--- config.mk ---
export PLATFORM = sky130hd
export DESIGN_NAME = csa_resolve_180
export DESIGN_NICKNAME = d
export VERILOG_FILES = /design/src/rtl/csa_pkg.sv /design/src/rtl/csa_chunk_add.sv /design/src/rtl/csa_resolve_180.sv
export SDC_FILE = /design/constraint.sdc
export NUM_CORES = 2
export LEC_CHECK = 0
export BUFFER_PORTS_ARGS = -buffer_cell sky130_fd_sc_hd__buf_2
export CAP_MARGIN = 20
export CORE_ASPECT_RATIO = 0.6
export CORE_MARGIN = 4
export CORE_UTILIZATION = 55
export DETAILED_ROUTE_END_ITERATION = 8
export GPL_ROUTABILITY_DRIVEN = 0
export PLACE_DENSITY_LB_ADDON = 0.3
export REMOVE_ABC_BUFFERS = 1
export SLEW_MARGIN = 20
export SYNTH_ARGS = -nofsm -noshare
export SYNTH_HDL_FRONTEND = slang
export SYNTH_SLANG_ARGS = --single-unit
--- constraint.sdc ---
create_clock -name clk -period 23.8 [get_ports clk]
set_clock_uncertainty 0.05 [all_clocks]
set_input_delay 1.19 -clock clk [delete_from_list [all_inputs] [get_ports clk]]
set_output_delay 1.19 -clock clk [all_outputs]
set_load 0.01 [all_outputs]
--- src/rtl/csa_pkg.sv ---
// rtl/csa_pkg.sv - shared constants, state enum and operand type for csa_resolve_180
// Optional feature macro used by this slice: CSA_RESOLVE_ZERO_FLAG_EN
package csa_pkg;

  localparam int CSA_WIDTH  = 180;
  localparam int CSA_CHUNK  = 45;
  localparam int CSA_NCHUNK = CSA_WIDTH / CSA_CHUNK;

  typedef enum logic [1:0] {
    IDLE,
    RUN,
    DONE
  } csa_state_t;

  typedef logic [CSA_WIDTH-1:0] csa_operand_t;

endpackage

--- src/rtl/csa_chunk_add.sv ---
// rtl/csa_chunk_add.sv - combinational W-bit adder slice with carry in/out
module csa_chunk_add #(
  parameter int W = 45
) (
  input  logic [W-1:0] a,
  input  logic [W-1:0] b,
  input  logic         cin,
  output logic [W-1:0] sum,
  output logic         cout
);

  assign {cout, sum} = {1'b0, a} + {1'b0, b} + {{W{1'b0}}, cin};

endmodule

--- src/rtl/csa_resolve_180.sv ---
// rtl/csa_resolve_180.sv - chunked carry-propagate resolve of a carry-save pair
// Optional macro CSA_RESOLVE_ZERO_FLAG_EN adds the result_zero output.
module csa_resolve_180
  import csa_pkg::*;
#(
  parameter int WIDTH = CSA_WIDTH,
  parameter int CHUNK = CSA_CHUNK
) (
  input  logic             clk,
  input  logic             rst,
  input  logic             in_valid,
  output logic             in_ready,
  input  logic [WIDTH-1:0] c_in,
  input  logic [WIDTH-1:0] s_in,
  output logic             out_valid,
  input  logic             out_ready,
  output logic [WIDTH-1:0] result,
`ifdef CSA_RESOLVE_ZERO_FLAG_EN
  output logic             result_zero,
`endif
  output logic             carry_out
);

  localparam int NCHUNK = WIDTH / CHUNK;
  localparam int CNT_W  = (NCHUNK > 1) ? $clog2(NCHUNK) : 1;
  localparam logic [CNT_W-1:0] LAST = CNT_W'(NCHUNK - 1);

  csa_state_t       state;
  logic [WIDTH-1:0] c_reg;
  logic [WIDTH-1:0] s_reg;
  logic [WIDTH-1:0] result_reg;
  logic             carry_reg;
  logic [CNT_W-1:0] cnt;
  logic [CHUNK-1:0] chunk_sum;
  logic             chunk_cout;
  logic             accept;
`ifdef CSA_RESOLVE_ZERO_FLAG_EN
  logic             zero_reg;
`endif

  // One adder slice, fed from the low end of the shifting operand registers.
  csa_chunk_add #(.W(CHUNK)) u_chunk_add (
    .a    (c_reg[CHUNK-1:0]),
    .b    (s_reg[CHUNK-1:0]),
    .cin  (carry_reg),
    .sum  (chunk_sum),
    .cout (chunk_cout)
  );

  assign in_ready = !rst && ((state == IDLE) || (state == DONE && out_ready));
  assign accept   = in_valid && in_ready;
  assign result   = result_reg;
`ifdef CSA_RESOLVE_ZERO_FLAG_EN
  assign result_zero = zero_reg;
`endif

  always_ff @(posedge clk or posedge rst) begin
    if (rst) begin
      state      <= IDLE;
      c_reg      <= '0;
      s_reg      <= '0;
      result_reg <= '0;
      carry_reg  <= 1'b0;
      cnt        <= '0;
      out_valid  <= 1'b0;
      carry_out  <= 1'b0;
`ifdef CSA_RESOLVE_ZERO_FLAG_EN
      zero_reg   <= 1'b0;
`endif
    end else begin
      if (accept) begin
        c_reg     <= c_in;
        s_reg     <= s_in;
        carry_reg <= 1'b0;
        cnt       <= '0;
        state     <= RUN;
`ifdef CSA_RESOLVE_ZERO_FLAG_EN
        zero_reg  <= 1'b1;
`endif
      end
      case (state)
        RUN: begin
          // Chunks enter at the top, so after NCHUNK shifts chunk 0 sits at bit 0.
          result_reg <= {chunk_sum, result_reg[WIDTH-1:CHUNK]};
          carry_reg  <= chunk_cout;
          c_reg      <= c_reg >> CHUNK;
          s_reg      <= s_reg >> CHUNK;
          cnt        <= cnt + 1'b1;
`ifdef CSA_RESOLVE_ZERO_FLAG_EN
          zero_reg   <= zero_reg && (chunk_sum == '0) && !chunk_cout;
`endif
          if (cnt == LAST) begin
            state     <= DONE;
            out_valid <= 1'b1;
            carry_out <= chunk_cout;
          end
        end
        DONE: begin
          if (out_ready) begin
            out_valid <= 1'b0;
            if (!in_valid) state <= IDLE;
          end
        end
        default: ;
      endcase
    end
  end

endmodule

# --- After elaboration in Yosys (flattened, before gate mapping) ---
# Cells that the tools add are included.
word_totals:
  out_inout_bits: 183
  elab_cells: 42
  register_bits: 547
  input_bits: 364
classes:
  addsub: 3
  n_eq_ne: 5
  n_reduce_logical: 10
  mux: 16
op_table:
  columns: ["op", "count"]
  rows:
  - ["$mux W180", 4]
  - ["$add A45 B45 Y46", 1]
  - ["$add A46 B1 Y46", 1]
  - ["$mux W2", 6]
  - ["$eq A2 B2 Y1 const B", 2]
  - ["$mux W1", 4]
  - ["$ne A2 B2 Y1 const B", 2]
  - ["$pmux W2 S2", 1]
  - ["$reduce_bool A2 Y1", 2]
  - ["$logic_and A1 B1 Y1", 3]
  - ["$reduce_and A3 Y1", 1]
  - ["$add A2 B1 Y2 const B", 1]
  - ["$eq A2 B1 Y1 const B", 1]
  - ["$logic_not A2 Y1", 1]
  - ["$pmux W1 S2", 1]
  - ["$reduce_and A2 Y1", 1]
  - ["$logic_not A1 Y1", 1]
  - ["$logic_or A1 B1 Y1", 1]

# --- Depth between registers and ports, before layout ---
depth:
  depth_word: 9
  ltp_mapped: 11
  depth_no_buf: 11

# --- By module ---
# Synthesis repeated with hierarchy kept, for this count alone.
unflattened:
  cells_unflattened: 2533
  hier_area_um2: 26415.3
by_module_without_submodules:
  columns: ["module", "area_each_um2", "cells_per_inst", "instances", "seq_area_each_um2"]
  rows:
  - ["csa_resolve_180", 23832.9, 2151, 1, 13688.1]
  - ["csa_chunk_add", 2582.5, 382, 1, 0.0]

# --- Least setup slack after synthesis ---
# Ideal clock, no wire load.
synth_path:
  path_kind: "input to register"
  from: "in out_ready"
  to: "reg s_reg[47]"
  path_stages: 8
  arrival_time_ps: 2764
  setup_time_ps: 134
  required_time_ps: 23616
  slack_ps: 20852
  n_path_buf: 3
  cell_sequence: "a21oi_1 nor2_1 and2_1 buf_2 clkbuf_1 buf_1 mux2i_1 o21ai_0"
synth_via:
  elab_chain_len: 5
synth_rtl:
  columns: ["item", "line", "rtl"]
  rows:
  - ["start: declaration", "csa_resolve_180.sv:16", "input logic out_ready,"]
  - ["$logic_and A1 B1 Y1", "csa_resolve_180.sv:50", "assign in_ready = !rst && ((state == IDLE) || (state == DONE && out_ready));"]
  - ["$logic_or A1 B1 Y1", "csa_resolve_180.sv:50", null]
  - ["$logic_and A1 B1 Y1", "csa_resolve_180.sv:50", null]
  - ["named net in_ready", "csa_resolve_180.sv:12", "output logic in_ready,"]
  - ["$logic_and A1 B1 Y1", "csa_resolve_180.sv:51", "assign accept = in_valid && in_ready;"]
  - ["$reduce_bool A2 Y1 (no source line)", null, null]
  - ["end signal: assignment", "csa_resolve_180.sv:73", "s_reg <= s_in;"]
  - ["end signal: assignment", "csa_resolve_180.sv:87", "s_reg <= s_reg >> CHUNK;"]
  - ["end: declaration", "csa_resolve_180.sv:30", "logic [WIDTH-1:0] s_reg;"]
# The timed path passes the listed nets, and every way through them passes these cells.
# A chain may end at the register's enable or synchronous reset.

# --- Final worst setup path ---
layout_path:
  from: "in out_ready"
  to: "reg s_reg[105]"
layout_via:
  elab_chain_len: 5
layout_rtl:
  columns: ["item", "line"]
  rows:
  - ["$logic_and A1 B1 Y1", "csa_resolve_180.sv:50"]
  - ["$logic_or A1 B1 Y1", "csa_resolve_180.sv:50"]
  - ["$logic_and A1 B1 Y1", "csa_resolve_180.sv:50"]
  - ["$logic_and A1 B1 Y1", "csa_resolve_180.sv:51"]
  - ["$reduce_bool A2 Y1 (no source line)", null]
# Every way passes these cells.

==> key figures <==
Route
  – Pre-antenna DRT Iters: 6
  – Final ANT Viol Nets: 0
  – DRT iter0 DRCs: 1642
  – Drt total wl: 69600 um
  – Vias: 19.7k
  – Post-DR vias/cell: 5.61
  – Routed len/inst: 19.8 um
  – Post-route DRC: 0

Floorplanning
  – FP Rows: 60
  – DIE HEIGHT: 174 um
  – IO Pins: 547
  – Die Wd: 285 um
  – Initial core utilization: 56.0%
  – Core footprint: 45100 um^2
  – Total die area: 49500 um^2

Worst setup path
  – Flop-to-flop setup slack: 19.20 ns
  – WP data arrival: 4.95 ns
  – Critical path required time: 24.14 ns
  – Critical Path Source Type: primary input
  – RR Startpoint: state[0]$_DFF_PP0_
  – Crit Path Category: in -> reg
  – R2R depth: 9
  – Critical Path Fanout Max: 73
  – R2R Path End: s_reg[105]$_DFFE_PP0P_
  – CP endpoint kind: flip-flop

Placed design
  – Number of port buffers: 546
  – Dpl ws: 18.71 ns
  – Hpwl dp: 49400 um

Global routing
  – Initial antenna violation count: 17
  – Largest net degree at the start of global routing: 219
  – First-pass GRT wire length: 110000 um
  – Total gr overflow: 0
  – Overall global routing resource usage: 27.4%
  – Vias in the first global route: 19.6k

Hold path
  – Hold path depth: 2
  – HP Class: reg -> reg
  – Hold path endpoint: s_reg[114]$_DFFE_PP0P_
  – Worst Hold Launch: s_reg[159]$_DFFE_PP0P_

STA
  – Final setup violation count: 0
  – Final Max Slew Viols: 0
  – Fin crit period: 4.61 ns
  – Final setup margin: 19.19 ns
  – Hold Fails Final Rpt: 0
  – Fmax: 217 MHz
  – RSZ-0062 raised after global routing: no
  – Max_slew headroom: 26.0%
  – Worst-Margin Slew: 1.11 ns
  – Tcrit/Tclk final: 19.4%
  – Setup TNS: 0 ns
  – Final hold slack: 0.427 ns

Outcome
  – Status: finished clean

Synthesis
  – Yosys warnings: 0
  – Post-synth top area share: 54.2%
  – Yosys reg bits: 547
  – Yosys cell types: 56
  – Synth Cell Area: 25300 um^2
  – Share of synthesized registers carrying an async set or reset: 100%
  – Sequential fraction of the synthesis area: 54.2%
  – Cells after Synth: 2384
  – Ys flop type: dfrtp_1
  – Mapped Avg Cell Area: 10.6 um^2
  – EDFF count, synth: 0
  – Largest cells by area after synthesis: dfrtp_1 (54%), mux2i_1 (11%), nand2_1 (7.5%), mux2_2 (7.4%), o21ai_0 (5.7%)
  – Area leader, netlist: dfrtp_1

CTS
  – Hold Buf Count CTS: 0
  – # resized after CTS: 0
  – Clock sink total: 547
  – H-tree levels: 2
  – CTS tree: yes
  – Post-CTS setup buffer count: 0
  – Clk slew on worst S/H paths: 0.07 ns
  – Root Driver: clkbuf_16
  – Worst-Skew Late Latency: 0.57 ns
  – TritonCTS Buffers: 51
  – Deepest clock path buffer count: 3

Pwr
  – Leakage: 14.1 nW
  – Peak VDD IR: 0.0000943 V
  – Power per cell area: 139 nW/um^2

Finish
  – Area growth, synth to finish: 19.5%
  – Share of cells above drive strength 1: 28.6%
  – Final nets: 3260
  – Filler instances: 3439
  – Final core utilization: 67.0%

Run
  – Max-Cap Viols: 0
[cells in the mapped netlist (all sizes together) (3+ instances only)]
cell and n:
dfrtp 547, nand2 506, o21ai 306, mux2i 270
mux2 167, a21oi 149, clkbuf 120, ha 48
buf 36, nor2 33, inv 21, xor2 19
a21o 18, xnor2 16, nand4 14, nand3 10
a211oi 8, nand2b 8, o21bai 8, o21a 7
a31oi 6, and3 6, nor3 6, and2 5
o211ai 5, o31ai 5, a21boi 3, nor2b 3
o311ai 3, or3 3
[worst max path at each step]
stage / start / endpoint
finish: out_ready / s_reg[105]$_DFFE_PP0P_
global route: state[0]$_DFF_PP0_ / s_reg[62]$_DFFE_PP0P_
CTS: state[0]$_DFF_PP0_ / s_reg[105]$_DFFE_PP0P_
detailed placement: out_ready / c_reg[15]$_DFFE_PP0P_
global placement: out_ready / s_reg[62]$_DFFE_PP0P_
floorplan: state[1]$_DFF_PP0_ / carry_reg$_DFFE_PP0P_
[critical path: stages]
cell and delay (ns):
buf_2 0.11, a21oi_1 0.08, nor2_1 0.28, and2_4 0.95, buf_4 0.86, buf_4 0.89
mux2i_1 0.29, o21ai_0 0.11
[logic make-up after synthesis]
logic type                 count (synthesis)  share of synthesized area, %
DFF                                      547                          54.2
adders and majority gates                 50                          2.54
xor gates and xnor gates                  35                          1.21
AOI/OAI and AO/OA                        536                          11.6
muxes                                    437                          18.1
buffers and inverters                    177                          2.78
and+or+nand+nor                          602                          9.52
[cells in the final DEF, fill, tap and decap left out, types with 3 or more instances in the layout]
master     Yosys  layout
a211oi_1       8       8
a21o_1        18      18
a21oi_1      147     147
a31oi_1        6       6
and2_1         4       3
and3_1         6       6
buf_2         18     546
buf_4          0      17
bufinv_16      0       9
clkbuf_1     120      10
clkbuf_16      0      53
clkbuf_8       0       9
clkinv_2       0       9
dfrtp_1      547     547
diode_2        0       7
ha_1          48      47
inv_1         21      20
mux2_2       167     167
mux2i_1      270     270
nand2_1      506     505
nand2b_1       8       8
nand3_1       10      10
nand4_1       14      14
nor2_1        33      33
nor2b_1        3       3
nor3_1         6       6
o211ai_1       5       5
o21a_1         7       7
o21ai_0      287     287
o21ai_1       18      18
o21bai_1       8       8
o311ai_1       3       3
o31ai_1        5       5
or3_1          3       3
xnor2_1       16      16
xor2_1        19      19
[routing by layer]
layer / global-route usage (%) / routed length, um / vias to the layer above
li1: - / - / 9228
met1: 39.1 / 30400 / 9710
met2: 44.1 / 32800 / 657
met3: 5.62 / 4910 / 119
met4: 5.07 / 1330 / 16
met5: 0 / 96 / -
[stage by stage]
stage	std cells	instance area (um^2)	power (mW)
5_1_grt	3512	30200	4.48
6_report	3514	30200	4.21
2_1_floorplan	2228	24600	3.06
3_3_place_gp	3413	28300	3.22
4_1_cts	3507	30200	4.21
3_5_place_dp	3413	28300	3.30
[power by group]
group	switching, mW	internal, mW
Sequential	0.282	1.33
Combinational	0.975	0.722
Clock	0.362	0.535
Total	1.62	2.59
[layout make-up]
type | instances | area, um^2 | area share [%]
clock buffer | 72 | 1490 | 4.92
antenna | 7 | 17.5 | 0.0580
inverter | 21 | 91.3 | 0.302
multi-input combinational | 1660 | 10900 | 36.1
sequential | 547 | 13700 | 45.3
timing repair buffer | 565 | 2890 | 9.57
clock inverter | 22 | 355 | 1.18
tap | 620 | 776 | 2.57
(Power assumes the default switching activity.)
